## config.mk

```make
export PLATFORM = sky130hd
export DESIGN_NAME = target_lock_fsm
export DESIGN_NICKNAME = d
export VERILOG_FILES = /design/src/rtl/target_pkg.sv /design/src/rtl/aim_stability_checker.sv /design/src/rtl/target_lock_fsm.sv
export SDC_FILE = /design/constraint.sdc
export NUM_CORES = 1
export LEC_CHECK = 0
export CAP_MARGIN = 20
export CORE_MARGIN = 2
export CORE_UTILIZATION = 30
export CTS_CLUSTER_SIZE = 20
export DETAILED_ROUTE_END_ITERATION = 7
export MAX_ROUTING_LAYER = met4
export PLACE_DENSITY_LB_ADDON = 0.08
export RECOVER_POWER = 25
export SETUP_SLACK_MARGIN = 0.02
export SYNTH_ARGS = -nofsm -noshare
export SYNTH_HDL_FRONTEND = slang
export SYNTH_HIERARCHICAL = 1
export SYNTH_SLANG_ARGS = --single-unit
```

## constraint.sdc

```tcl
create_clock -name clk -period 5.2 [get_ports clk]
set_input_delay 1.04 -clock clk [delete_from_list [all_inputs] [get_ports clk]]
set_output_delay 1.04 -clock clk [all_outputs]
set_load 0.01 [all_outputs]
```

## src/rtl/target_pkg.sv

```systemverilog
// Shared definitions for the target lock controller: state encoding,
// default parameter values and a small sizing helper.
package target_pkg;

  localparam int COORD_W_DEF         = 12;
  localparam int LOCK_SAMPLES_DEF    = 8;
  localparam int AIM_TOL_DEF         = 4;
  localparam int LOST_TIMEOUT_DEF    = 1024;
  localparam int FIRE_CYCLES_DEF     = 16;
  localparam int COOLDOWN_CYCLES_DEF = 256;

  typedef enum logic [2:0] {
    ST_IDLE     = 3'd0,
    ST_ACQUIRE  = 3'd1,
    ST_TRACKING = 3'd2,
    ST_LOCKED   = 3'd3,
    ST_FIRING   = 3'd4,
    ST_COOLDOWN = 3'd5,
    ST_COAST    = 3'd6
  } state_e;

  function automatic int max3(int a, int b, int c);
    int m;
    m = (a > b) ? a : b;
    return (m > c) ? m : c;
  endfunction

endpackage

```

## src/rtl/aim_stability_checker.sv

```systemverilog
// Compares each hit against the previous hit and counts consecutive stable
// hits; locked_ok_o reflects the counter value after this cycle's update.
module aim_stability_checker
  import target_pkg::*;
#(
  parameter int COORD_W      = COORD_W_DEF,
  parameter int LOCK_SAMPLES = LOCK_SAMPLES_DEF,
  parameter int AIM_TOL      = AIM_TOL_DEF
) (
  input  logic               clk,
  input  logic               rst,
  input  logic               hit_i,
  input  logic               flush_i,
  input  logic               clr_i,
  input  logic [COORD_W-1:0] x_i,
  input  logic [COORD_W-1:0] y_i,
  output logic               stable_hit_o,
  output logic               locked_ok_o
);

  localparam int                CNT_W  = $clog2(LOCK_SAMPLES + 1);
  localparam logic [CNT_W-1:0]  LOCK_N = CNT_W'(LOCK_SAMPLES);
  localparam logic [COORD_W:0]  TOL    = (COORD_W + 1)'(AIM_TOL);

  logic [COORD_W-1:0] prev_x_q, prev_y_q;
  logic               prev_valid_q;
  logic [CNT_W-1:0]   cnt_q, cnt_d;
  logic [COORD_W:0]   dx, dy;

  // NOTE: every output of this block gets a value before any branch so no latch is inferred.
  always_comb begin
    dx = (x_i >= prev_x_q) ? ({1'b0, x_i} - {1'b0, prev_x_q}) : ({1'b0, prev_x_q} - {1'b0, x_i});
    dy = (y_i >= prev_y_q) ? ({1'b0, y_i} - {1'b0, prev_y_q}) : ({1'b0, prev_y_q} - {1'b0, y_i});
    stable_hit_o = hit_i && prev_valid_q && (dx <= TOL) && (dy <= TOL);
    cnt_d = cnt_q;
    if (hit_i) begin
      if (!stable_hit_o)        cnt_d = '0;
      else if (cnt_q != LOCK_N) cnt_d = cnt_q + 1'b1;
    end
    locked_ok_o = (cnt_d == LOCK_N);
  end

  // The first hit of an engagement only seeds the reference point.
  always_ff @(posedge clk or posedge rst) begin
    if (rst) begin
      prev_x_q     <= '0;
      prev_y_q     <= '0;
      prev_valid_q <= 1'b0;
      cnt_q        <= '0;
    end else if (flush_i) begin
      prev_valid_q <= 1'b0;
      cnt_q        <= '0;
    end else begin
      cnt_q <= clr_i ? '0 : cnt_d;
      if (hit_i) begin
        prev_x_q     <= x_i;
        prev_y_q     <= y_i;
        prev_valid_q <= 1'b1;
      end
    end
  end

endmodule

```

## src/rtl/target_lock_fsm.sv

```systemverilog
// Target acquisition, lock and fire sequencer driving servo aim coordinates
// and a laser fire pulse from tracker samples.
module target_lock_fsm
  import target_pkg::*;
#(
  parameter int                 COORD_W         = COORD_W_DEF,
  parameter int                 LOCK_SAMPLES    = LOCK_SAMPLES_DEF,
  parameter int                 AIM_TOL         = AIM_TOL_DEF,
  parameter int                 LOST_TIMEOUT    = LOST_TIMEOUT_DEF,
  parameter int                 FIRE_CYCLES     = FIRE_CYCLES_DEF,
  parameter int                 COOLDOWN_CYCLES = COOLDOWN_CYCLES_DEF,
  parameter logic [COORD_W-1:0] CENTER_X        = {1'b1, {(COORD_W-1){1'b0}}},
  parameter logic [COORD_W-1:0] CENTER_Y        = {1'b1, {(COORD_W-1){1'b0}}}
) (
  input  logic               clk,
  input  logic               rst,
  input  logic               en,
  input  logic               arm,
  input  logic               sample_valid,
  input  logic               on_screen,
  input  logic [COORD_W-1:0] tracked_x,
  input  logic [COORD_W-1:0] tracked_y,
  output logic [COORD_W-1:0] driven_x,
  output logic [COORD_W-1:0] driven_y,
  output logic               fire,
  output logic [2:0]         state,
  output logic [7:0]         shot_count
);

  localparam int               CNT_MAX   = max3(LOST_TIMEOUT, FIRE_CYCLES, COOLDOWN_CYCLES);
  localparam int               CNT_W     = $clog2(CNT_MAX + 1);
  localparam logic [CNT_W-1:0] TMO_LAST  = CNT_W'(LOST_TIMEOUT - 1);
  localparam logic [CNT_W-1:0] FIRE_LAST = CNT_W'(FIRE_CYCLES - 1);
  localparam logic [CNT_W-1:0] COOL_LAST = CNT_W'(COOLDOWN_CYCLES - 1);
  localparam logic [CNT_W-1:0] CNT_SAT   = CNT_W'(CNT_MAX);

  state_e             state_q, state_d;
  logic [CNT_W-1:0]   cnt_q;
  logic [COORD_W-1:0] driven_x_q, driven_y_q;
  logic               fire_q;
  logic [7:0]         shot_q;

  logic hit, miss, unstable_hit, tmo, stable_hit, locked_ok, flush, clr;

  assign hit          = sample_valid & on_screen;
  assign miss         = sample_valid & ~on_screen;
  assign unstable_hit = hit & ~stable_hit;
  assign tmo          = (cnt_q == TMO_LAST) & ~hit;
  assign flush        = (state_d == ST_IDLE);
  assign clr          = (state_d == ST_COAST) && (state_q != ST_COAST);

  aim_stability_checker #(
    .COORD_W      (COORD_W),
    .LOCK_SAMPLES (LOCK_SAMPLES),
    .AIM_TOL      (AIM_TOL)
  ) u_checker (
    .clk          (clk),
    .rst          (rst),
    .hit_i        (hit),
    .flush_i      (flush),
    .clr_i        (clr),
    .x_i          (tracked_x),
    .y_i          (tracked_y),
    .stable_hit_o (stable_hit),
    .locked_ok_o  (locked_ok)
  );

  always_comb begin
    state_d = state_q;
    if (!en) begin
      state_d = ST_IDLE;
    end else begin
      case (state_q)
        ST_IDLE:     if (hit) state_d = ST_ACQUIRE;
        ST_ACQUIRE:  if (hit) state_d = ST_TRACKING;
                     else if (miss || tmo) state_d = ST_COAST;
        ST_TRACKING: if (miss || tmo) state_d = ST_COAST;
                     else if (locked_ok) state_d = ST_LOCKED;
        ST_LOCKED:   if (unstable_hit) state_d = ST_TRACKING;
                     else if (miss || tmo) state_d = ST_COAST;
                     else if (arm) state_d = ST_FIRING;
        ST_FIRING:   if (!arm || cnt_q == FIRE_LAST) state_d = ST_COOLDOWN;
        ST_COOLDOWN: if (cnt_q == COOL_LAST) state_d = locked_ok ? ST_LOCKED : ST_TRACKING;
        ST_COAST:    if (hit) state_d = ST_TRACKING;
                     else if (tmo) state_d = ST_IDLE;
        default:     state_d = ST_IDLE;
      endcase
    end
  end

  // NOTE: all state here updates with <= so every register sees pre-edge values.
  always_ff @(posedge clk or posedge rst) begin
    if (rst) begin
      state_q    <= ST_IDLE;
      cnt_q      <= '0;
      driven_x_q <= CENTER_X;
      driven_y_q <= CENTER_Y;
      fire_q     <= 1'b0;
      shot_q     <= '0;
    end else begin
      state_q <= state_d;
      fire_q  <= (state_d == ST_FIRING);
      // One counter serves as timeout, pulse length and cooldown timer.
      if (state_d != state_q || state_q == ST_IDLE)
        cnt_q <= '0;
      else if (hit && state_q != ST_FIRING && state_q != ST_COOLDOWN)
        cnt_q <= '0;
      else if (cnt_q != CNT_SAT)
        cnt_q <= cnt_q + 1'b1;
      if (state_d == ST_FIRING && state_q != ST_FIRING && shot_q != 8'hFF)
        shot_q <= shot_q + 8'd1;
      if (state_d == ST_IDLE) begin
        driven_x_q <= CENTER_X;
        driven_y_q <= CENTER_Y;
      end else if (hit) begin
        driven_x_q <= tracked_x;
        driven_y_q <= tracked_y;
      end
    end
  end

  assign state      = state_q;
  assign driven_x   = driven_x_q;
  assign driven_y   = driven_y_q;
  assign fire       = fire_q;
  assign shot_count = shot_q;

endmodule

```

# After elaboration in Yosys (flattened, before gate mapping)
# Cells that the tools add are included.
dict set report classes {
  add_sub_neg 7
  n_mul 0
  div 0
  magnitude_cmp 4
  n_eq_ne 19
  shifts 0
  mux 31
  bitwise 8
  reduce_logical 17
}
# cell n
set op_table {}
lappend op_table {{$sub A12 B12 Y13} 4}
lappend op_table {{$mux W12} 4}
lappend op_table {{$mux W3} 13}
lappend op_table {{$mux W11} 3}
lappend op_table {{$le A13 B3 Y1 const B} 2}
lappend op_table {{$mux W13} 2}
lappend op_table {{$ge A12 B12 Y1} 2}
lappend op_table {{$pmux W3 S7} 1}
lappend op_table {{$mux W4} 5}
lappend op_table {{$eq A3 B3 Y1 const B} 5}
lappend op_table {{$add A11 B1 Y11 const B} 1}
lappend op_table {{$eq A11 B10 Y1 const B} 1}
lappend op_table {{$eq A11 B4 Y1 const B} 1}
lappend op_table {{$eq A11 B8 Y1 const B} 1}
lappend op_table {{$ne A11 B11 Y1 const B} 1}
lappend op_table {{$ne A3 B3 Y1 const B} 3}
lappend op_table {{$add A8 B1 Y8 const B} 1}
lappend op_table {{$logic_and A1 B1 Y1} 8}
lappend op_table {{$ne A8 B8 Y1 const B} 1}
lappend op_table {{$eq A3 B2 Y1 const B} 2}
lappend op_table {{$logic_not A3 Y1} 2}
lappend op_table {{$add A4 B1 Y4 const B} 1}
lappend op_table {{$and A1 B1 Y1} 4}
lappend op_table {{$eq A4 B4 Y1 const B} 1}
lappend op_table {{other kinds (10)} 17}
dict set report totals {
  regBits 76
  latchBits 0
  mem_bits_rw 0
  romBits 0
  in_bits 30
  memories 0
}

# Logic depth before layout (Yosys ltp)
dict set report depth {
  depth_word 16
  mapped_depth 25
}

# By module
# Netlist, hierarchy kept.
# mod instances cells_per_inst area_per_inst_um2 seq_area_each_um2
set modules_own_cells {}
lappend modules_own_cells {aim_stability_checker 1 473 3573.4 725.7}
lappend modules_own_cells {target_lock_fsm 1 290 2763.9 1178.6}

# Worst setup path after synthesis
# Ideal clock, no wire load.
dict set report synth_timing {
  kind {input to register}
  from {in tracked_x[10]}
  to {reg u_checker.prev_x_q[10]}
  setup_time_ps 83
  arrival_time_ps 6214
  required_ps 5117
  slack_ps -1096
  path_stages 25
  n_path_buf 5
  path_cell_list {inv_1 -> ha_1 -> buf_6 -> a21oi_4 -> inv_2 -> o311a_1 -> or4_4 -> or4b_4 -> a221oi_2 -> o2111ai_1 -> nor4_4 -> a22oi_1 -> nor2_1 -> o211ai_1 -> nor4_1 -> a221o_1 -> o21ai_2 -> and3b_1 -> buf_6 -> buf_6 -> nor2_1 -> clkbuf_1 -> clkbuf_1 -> nand2_1 -> o21ai_0}
}
dict set report synth_between {
  elab_chain_cells 15
  elab_cells_between_ends 22
  classes_between {2 x add/sub; 2 x order compare; 1 x eq/ne; 10 x mux; 3 x bitwise; 4 x reduce/logical}
}
# element line_no
set synth_rtl {}
lappend synth_rtl {{from (decl)} target_lock_fsm.sv:21} ;# input logic [COORD_W-1:0] tracked_x,
lappend synth_rtl {{$sub A12 B12 Y13 or $ge A12 B12 Y1 (tied branches)} aim_stability_checker.sv:32} ;# dx = (x_i >= prev_x_q) ? ({1'b0, x_i} - {1'b0, prev_x_q}) : ({1'b0, prev_x_q} - {1'b0, x_i});
lappend synth_rtl {{$mux W13 (*)} aim_stability_checker.sv:32}
lappend synth_rtl {{$le A13 B3 Y1 (*)} aim_stability_checker.sv:34} ;# stable_hit_o = hit_i && prev_valid_q && (dx <= TOL) && (dy <= TOL);
lappend synth_rtl {{$logic_and A1 B1 Y1 (*) (2 in a row)} aim_stability_checker.sv:34}
lappend synth_rtl {{named net stable_hit} target_lock_fsm.sv:43} ;# logic hit, miss, unstable_hit, tmo, stable_hit, locked_ok, flush, clr;
lappend synth_rtl {{$mux W4 (*)} aim_stability_checker.sv:37} ;# if (!stable_hit_o) cnt_d = '0;
lappend synth_rtl {{$mux W4 (*)} aim_stability_checker.sv:36} ;# if (hit_i) begin
lappend synth_rtl {{$eq A4 B4 Y1 (*)} aim_stability_checker.sv:40} ;# locked_ok_o = (cnt_d == LOCK_N);
lappend synth_rtl {{named net locked_ok} target_lock_fsm.sv:43}
lappend synth_rtl {{$mux W1 or $mux W3 (tied branches)} {target_lock_fsm.sv:83, target_lock_fsm.sv:78}}
lappend synth_rtl {{$mux W3, on equally long branches} {target_lock_fsm.sv:83, target_lock_fsm.sv:77}}
lappend synth_rtl {{$pmux W3 S7 (*)} target_lock_fsm.sv:73} ;# case (state_q)
lappend synth_rtl {{$mux W3 (*)} target_lock_fsm.sv:70} ;# if (!en) begin
lappend synth_rtl {{$logic_not A3 Y1 (*)} target_lock_fsm.sv:49} ;# assign flush = (state_d == ST_IDLE);
lappend synth_rtl {{named net flush} target_lock_fsm.sv:43}
lappend synth_rtl {{$not A1 Y1 (no line) (*)} n/a}
lappend synth_rtl {{$reduce_and A2 Y1 (no line) (*)} n/a}
lappend synth_rtl {{to (signal assigned)} aim_stability_checker.sv:56} ;# prev_x_q <= x_i;
lappend synth_rtl {{to (decl)} aim_stability_checker.sv:25} ;# logic [COORD_W-1:0] prev_x_q, prev_y_q;
# Mark *: on every way through the listed nets, which the timed path passes. The rest lies on a longest branch.
# A chain may end at the register's enable or synchronous reset.

# Worst setup path in the final report
dict set report layout_timing {
  from {in tracked_y[1]}
  to {reg u_checker.prev_x_q[3]}
}
dict set report layout_between {
  elab_chain_cells 14
  elab_cells_between_ends 21
  classes_between {2 x add/sub; 2 x order compare; 1 x eq/ne; 10 x mux; 3 x bitwise; 3 x reduce/logical}
}
# element line_no
set layout_rtl {}
lappend layout_rtl {{from (decl)} target_lock_fsm.sv:22} ;# input logic [COORD_W-1:0] tracked_y,
lappend layout_rtl {{$sub A12 B12 Y13 or $ge A12 B12 Y1 (tied branches)} aim_stability_checker.sv:33} ;# dy = (y_i >= prev_y_q) ? ({1'b0, y_i} - {1'b0, prev_y_q}) : ({1'b0, prev_y_q} - {1'b0, y_i});
lappend layout_rtl {{$mux W13 (*)} aim_stability_checker.sv:33}
lappend layout_rtl {{$le A13 B3 Y1 (*)} aim_stability_checker.sv:34}
lappend layout_rtl {{$logic_and A1 B1 Y1 (*)} aim_stability_checker.sv:34}
lappend layout_rtl {{named net stable_hit} target_lock_fsm.sv:43}
lappend layout_rtl {{$mux W4} aim_stability_checker.sv:37}
lappend layout_rtl {{$mux W4} aim_stability_checker.sv:36}
lappend layout_rtl {{$eq A4 B4 Y1} aim_stability_checker.sv:40}
lappend layout_rtl {{$mux W1 or $mux W3 (tied branches)} {target_lock_fsm.sv:83, target_lock_fsm.sv:78}}
lappend layout_rtl {{$mux W3, on equally long branches} {target_lock_fsm.sv:83, target_lock_fsm.sv:77}}
lappend layout_rtl {{$pmux W3 S7 (*)} target_lock_fsm.sv:73}
lappend layout_rtl {{$mux W3 (*)} target_lock_fsm.sv:70}
lappend layout_rtl {{$logic_not A3 Y1 (*)} target_lock_fsm.sv:49}
lappend layout_rtl {{$not A1 Y1 (no line) (*)} n/a}
lappend layout_rtl {{$reduce_and A2 Y1 (no line) (*)} n/a}
# Marks and branches as above.

==> impl_results.md <==
- Critical Path Most Common Cell: buf_4
- Global route overflow: 0
- Slew @ Worst Pin: 2.24 ns
- Maxcap violations: 1
- Detailed-route vias per instance: 5.01
- Yosys warnings: 6
- Count of final setup violators: 71
- Pin count of the biggest net entering global routing: 48
- WS Path Type: primary input to register
- Final ANT Viol Nets: 0
- Internal power: 2860 µW
- Pre-CTS setup slack: -1.05 ns
- Comb power frac: 0.685
- Hold_sp: shot_count[6]
- Total track usage: 0.191
- Core Region: 0.0209 mm²
- Seq pwr share: 0.186
- RePlAce Congestion: 0.872
- Netlist cell types: 94
- Fin crit share: 1.04
- Psw: 2070 µW
- 1st-pass router iterations: 4
- Worst-path maximum fanout: 5
- Num rows: 53
- Diode count: 0
- Routed WL per cell: 16.2 µm
- Worst-path clk slew: 0.06 ns
- Largest stage delay on the critical path: 0.40 ns
- Die X: 149 µm
- Total Wirelength: 20.6 mm
- Status: finished with violations
- RSZ-0062 raised after global routing: true
- Share of cells above drive strength 1: 0.379
- Final std cells w/o fill: 1268
- Clk_lat worst skew: 0.35 ns
- Syn Inst Count: 763
- Fmax: 0.185 GHz
- Area grow syn2layout: 52.3%
- Cell Area, Placed: 0.00839 mm²
- Slew Limit Headroom: -0.496
- Hold Path End: shot_count[6]
- Terminus of the critical flop-to-flop path: u_checker/prev_x_q[3]
- Nets: 1071
- Post-synthesis net count: 846
- CP Launch Type: primary input
- Number of global-route vias before repair: 6355
- Critical R2R Launch: u_checker/prev_x_q[6]
- Clock buffer depth: 2
- Total die area: 0.0223 mm²
- Die height: 149 µm
- Final non-filler cell area: 0.00965 mm²
- CP arrival: 5.68 ns
- I/O pin cnt: 66
- Fin Hold WS: 0.499 ns
- CTS buffer count: 9
- # clock sinks: 76
- PortBufs: 65
- Worst min path class: register to register
- Register area share after synthesis: 0.300
- CP Data Required Time: 5.48 ns
- Yosys reg bits: 76
- Peak VDD IR: 0.243 mV
- CTS tree: built
- Top delay family on crit path: compound AO/OA/AOI/OAI gates
- Synth async-reset ratio: 1.00
- Root Buffer: clkbuf_16
- Clk network pwr share: 0.129
- Min-Delay Path Depth: 1
- Reg-to-reg setup timing slack: 0.22 ns
- Htree depth: 3
- Placed instance count: 1220
- Worst clock skew: 0.00850 ns
- Dominant synthesized flop cell: dfrtp_1
- Fin crit period: 5.40 ns
- Cell Pwr Density: 510 mW/mm²
- DRC viols: 0
- Slowest-stage cell, CP: nor4_4
- Final Hold Viols: 0
- Fill cells: 2085
- Failing checks: capacitance limit, slew limit, setup timing
- Buffer and inverter count on the worst path: 7
- First-pass GRT wire length: 33.0 mm
- Cell Area, Synth: 0.00634 mm²
- Initial antenna violation count: 0
- Switching Share: 0.420
- Initial core utilization: 0.303
- Via count: 6354
- Max-slew violations: 40
- Crit end category: register
- DR iter-0 viols: 307
- Post-synth EDFFs: 0
- Min setup slack post-route: -0.203 ns
- Final Core Density: 0.462
- Post-DP HPWL: 14.9 mm
- R2r worst-path depth: 22
- Mean area per synthesized cell: 8.31 µm²
- Leakage power: 0.00426 µW
-- power by group through the flow --
stage,logic (µW),clock network [µW],registers [µW]
final,3370,636,916
after global routing,3690,692,941
after CTS,3060,655,911
after detailed placement,2740,0,905
after global placement,2730,0,902
after floorplan,1690,0,873
-- sequential cells by signal, summed over array words and instances (netlist names) --
| register | cells |
|---|---|
| driven_y | 12 |
| cnt_q | 11 |
| fire | 1 |
| driven_x | 12 |
| shot_count | 8 |
| u_checker/cnt_q | 4 |
| state | 3 |
| u_checker/prev_x_q | 12 |
| u_checker/prev_y_q | 12 |
| u_checker/prev_valid_q | 1 |
-- stage by stage --
step | total power, µW | setup TNS, ns
finish | 4930 | -8.71
global route | 5320 | -23.73
CTS | 4630 | -10.19
detailed placement | 3650 | -70.88
global placement | 3630 | -65.75
floorplan | 2560 | -16.34
-- cells in the final DEF (no fill, tap or decap), types with 13 or more instances in the layout --
master             n
clkdlybuf4s50_1   40
o21ai_1           19
a21oi_2           23
ha_1              31
buf_4            154
nand2_1           94
xnor2_1           14
o21ai_0           25
ha_4              17
inv_1             60
dfrtp_1           74
a21oi_1           36
nand3_1           14
nor2_1            34
xor2_1            13
buf_6             15
-- worst max-delay path by stage --
stage | slack, ns | end | from | depth (start not counted)
floorplan | -0.56 | u_checker/prev_x_q[0] | tracked_x[10] | 25
global placement | -0.97 | u_checker/prev_y_q[3] | tracked_x[10] | 21
detailed placement | -1.05 | u_checker/prev_y_q[6] | tracked_x[10] | 22
CTS | -0.19 | u_checker/prev_x_q[7] | tracked_x[6] | 23
global route | -0.45 | u_checker/prev_x_q[6] | tracked_y[1] | 25
finish | -0.20 | u_checker/prev_x_q[3] | tracked_y[1] | 25
-- synth_stat cells (4+ instances only) --
| master | n | area (µm²) |
|---|---|---|
| nand2_1 | 107 | 402 |
| dfrtp_1 | 74 | 1850 |
| inv_1 | 70 | 263 |
| ha_1 | 53 | 663 |
| o21ai_0 | 51 | 255 |
| nor2_1 | 46 | 173 |
| a21oi_1 | 43 | 215 |
| a21oi_2 | 19 | 166 |
| nand3_1 | 18 | 90.1 |
| xnor2_1 | 15 | 131 |
| clkbuf_1 | 13 | 48.8 |
| xor2_1 | 13 | 114 |
| and3_1 | 12 | 75.1 |
| nor3_1 | 12 | 60.1 |
| a211oi_1 | 11 | 82.6 |
| nand4_1 | 10 | 62.6 |
| nand2b_1 | 9 | 56.3 |
| buf_2 | 8 | 40.0 |
| o211ai_1 | 8 | 60.1 |
| o21a_1 | 8 | 60.1 |
| a31oi_1 | 7 | 43.8 |
| buf_6 | 7 | 78.8 |
| nor2b_1 | 7 | 43.8 |
| nor4_1 | 7 | 43.8 |
| or2_2 | 7 | 43.8 |
| a21o_1 | 6 | 45.0 |
| and4_1 | 5 | 43.8 |
| nand3b_1 | 5 | 37.5 |
| or3_1 | 5 | 31.3 |
| a221oi_1 | 4 | 35.0 |
| and2_1 | 4 | 25.0 |
| mux2i_1 | 4 | 40.0 |
-- area by class of cell --
| cell class | count | area [µm²] | area share |
|---|---|---|---|
| inverters | 73 | 289 | 0.0299 |
| well taps | 275 | 344 | 0.0356 |
| clock inverters | 6 | 65.1 | 0.00674 |
| flip-flops and latches | 76 | 1900 | 0.197 |
| multi-input cells | 583 | 4650 | 0.481 |
| repair buffers | 245 | 2180 | 0.226 |
| clock buffers | 10 | 229 | 0.0237 |
-- worst reg2reg max path: cells and delay by family (launching register included) --
kind	cells	cell delay [ns]
AO/OA/AOI/OAI	7	0.95
adder cells (fa/ha/maj)	1	0.24
buffers and inverters	4	0.63
flip-flops	1	0.41
AND/OR/NAND/NOR	10	2.66
-- what timing repair did --
item | CTS | global route
gates resized for setup | 122 | 102
hold buffers | 0 | 0
endpoints found under the setup margin | 74 | 74
pin swaps | 37 | 38
setup buffers | 21 | 10
cloned | 4 | 3
-- per-layer routing --
layer / wire length [µm] / vias up / track usage
li1: - / 3156 / -
met1: 9970 / 3099 / 0.261
met2: 9820 / 80 / 0.297
met3: 476 / 19 / 0.0297
met4: 295 / 0 / 0.0510
met5: 0 / - / -
-- kinds of logic after synthesis --
logic type | synth area share
DFF | 0.300
buffers and inverters | 0.0736
adders and majority gates | 0.105
xor gates and xnor gates | 0.0387
muxes | 0.0105
AOI/OAI and AO/OA | 0.238
and+or+nand+nor | 0.234
(Power assumes the default switching activity.)
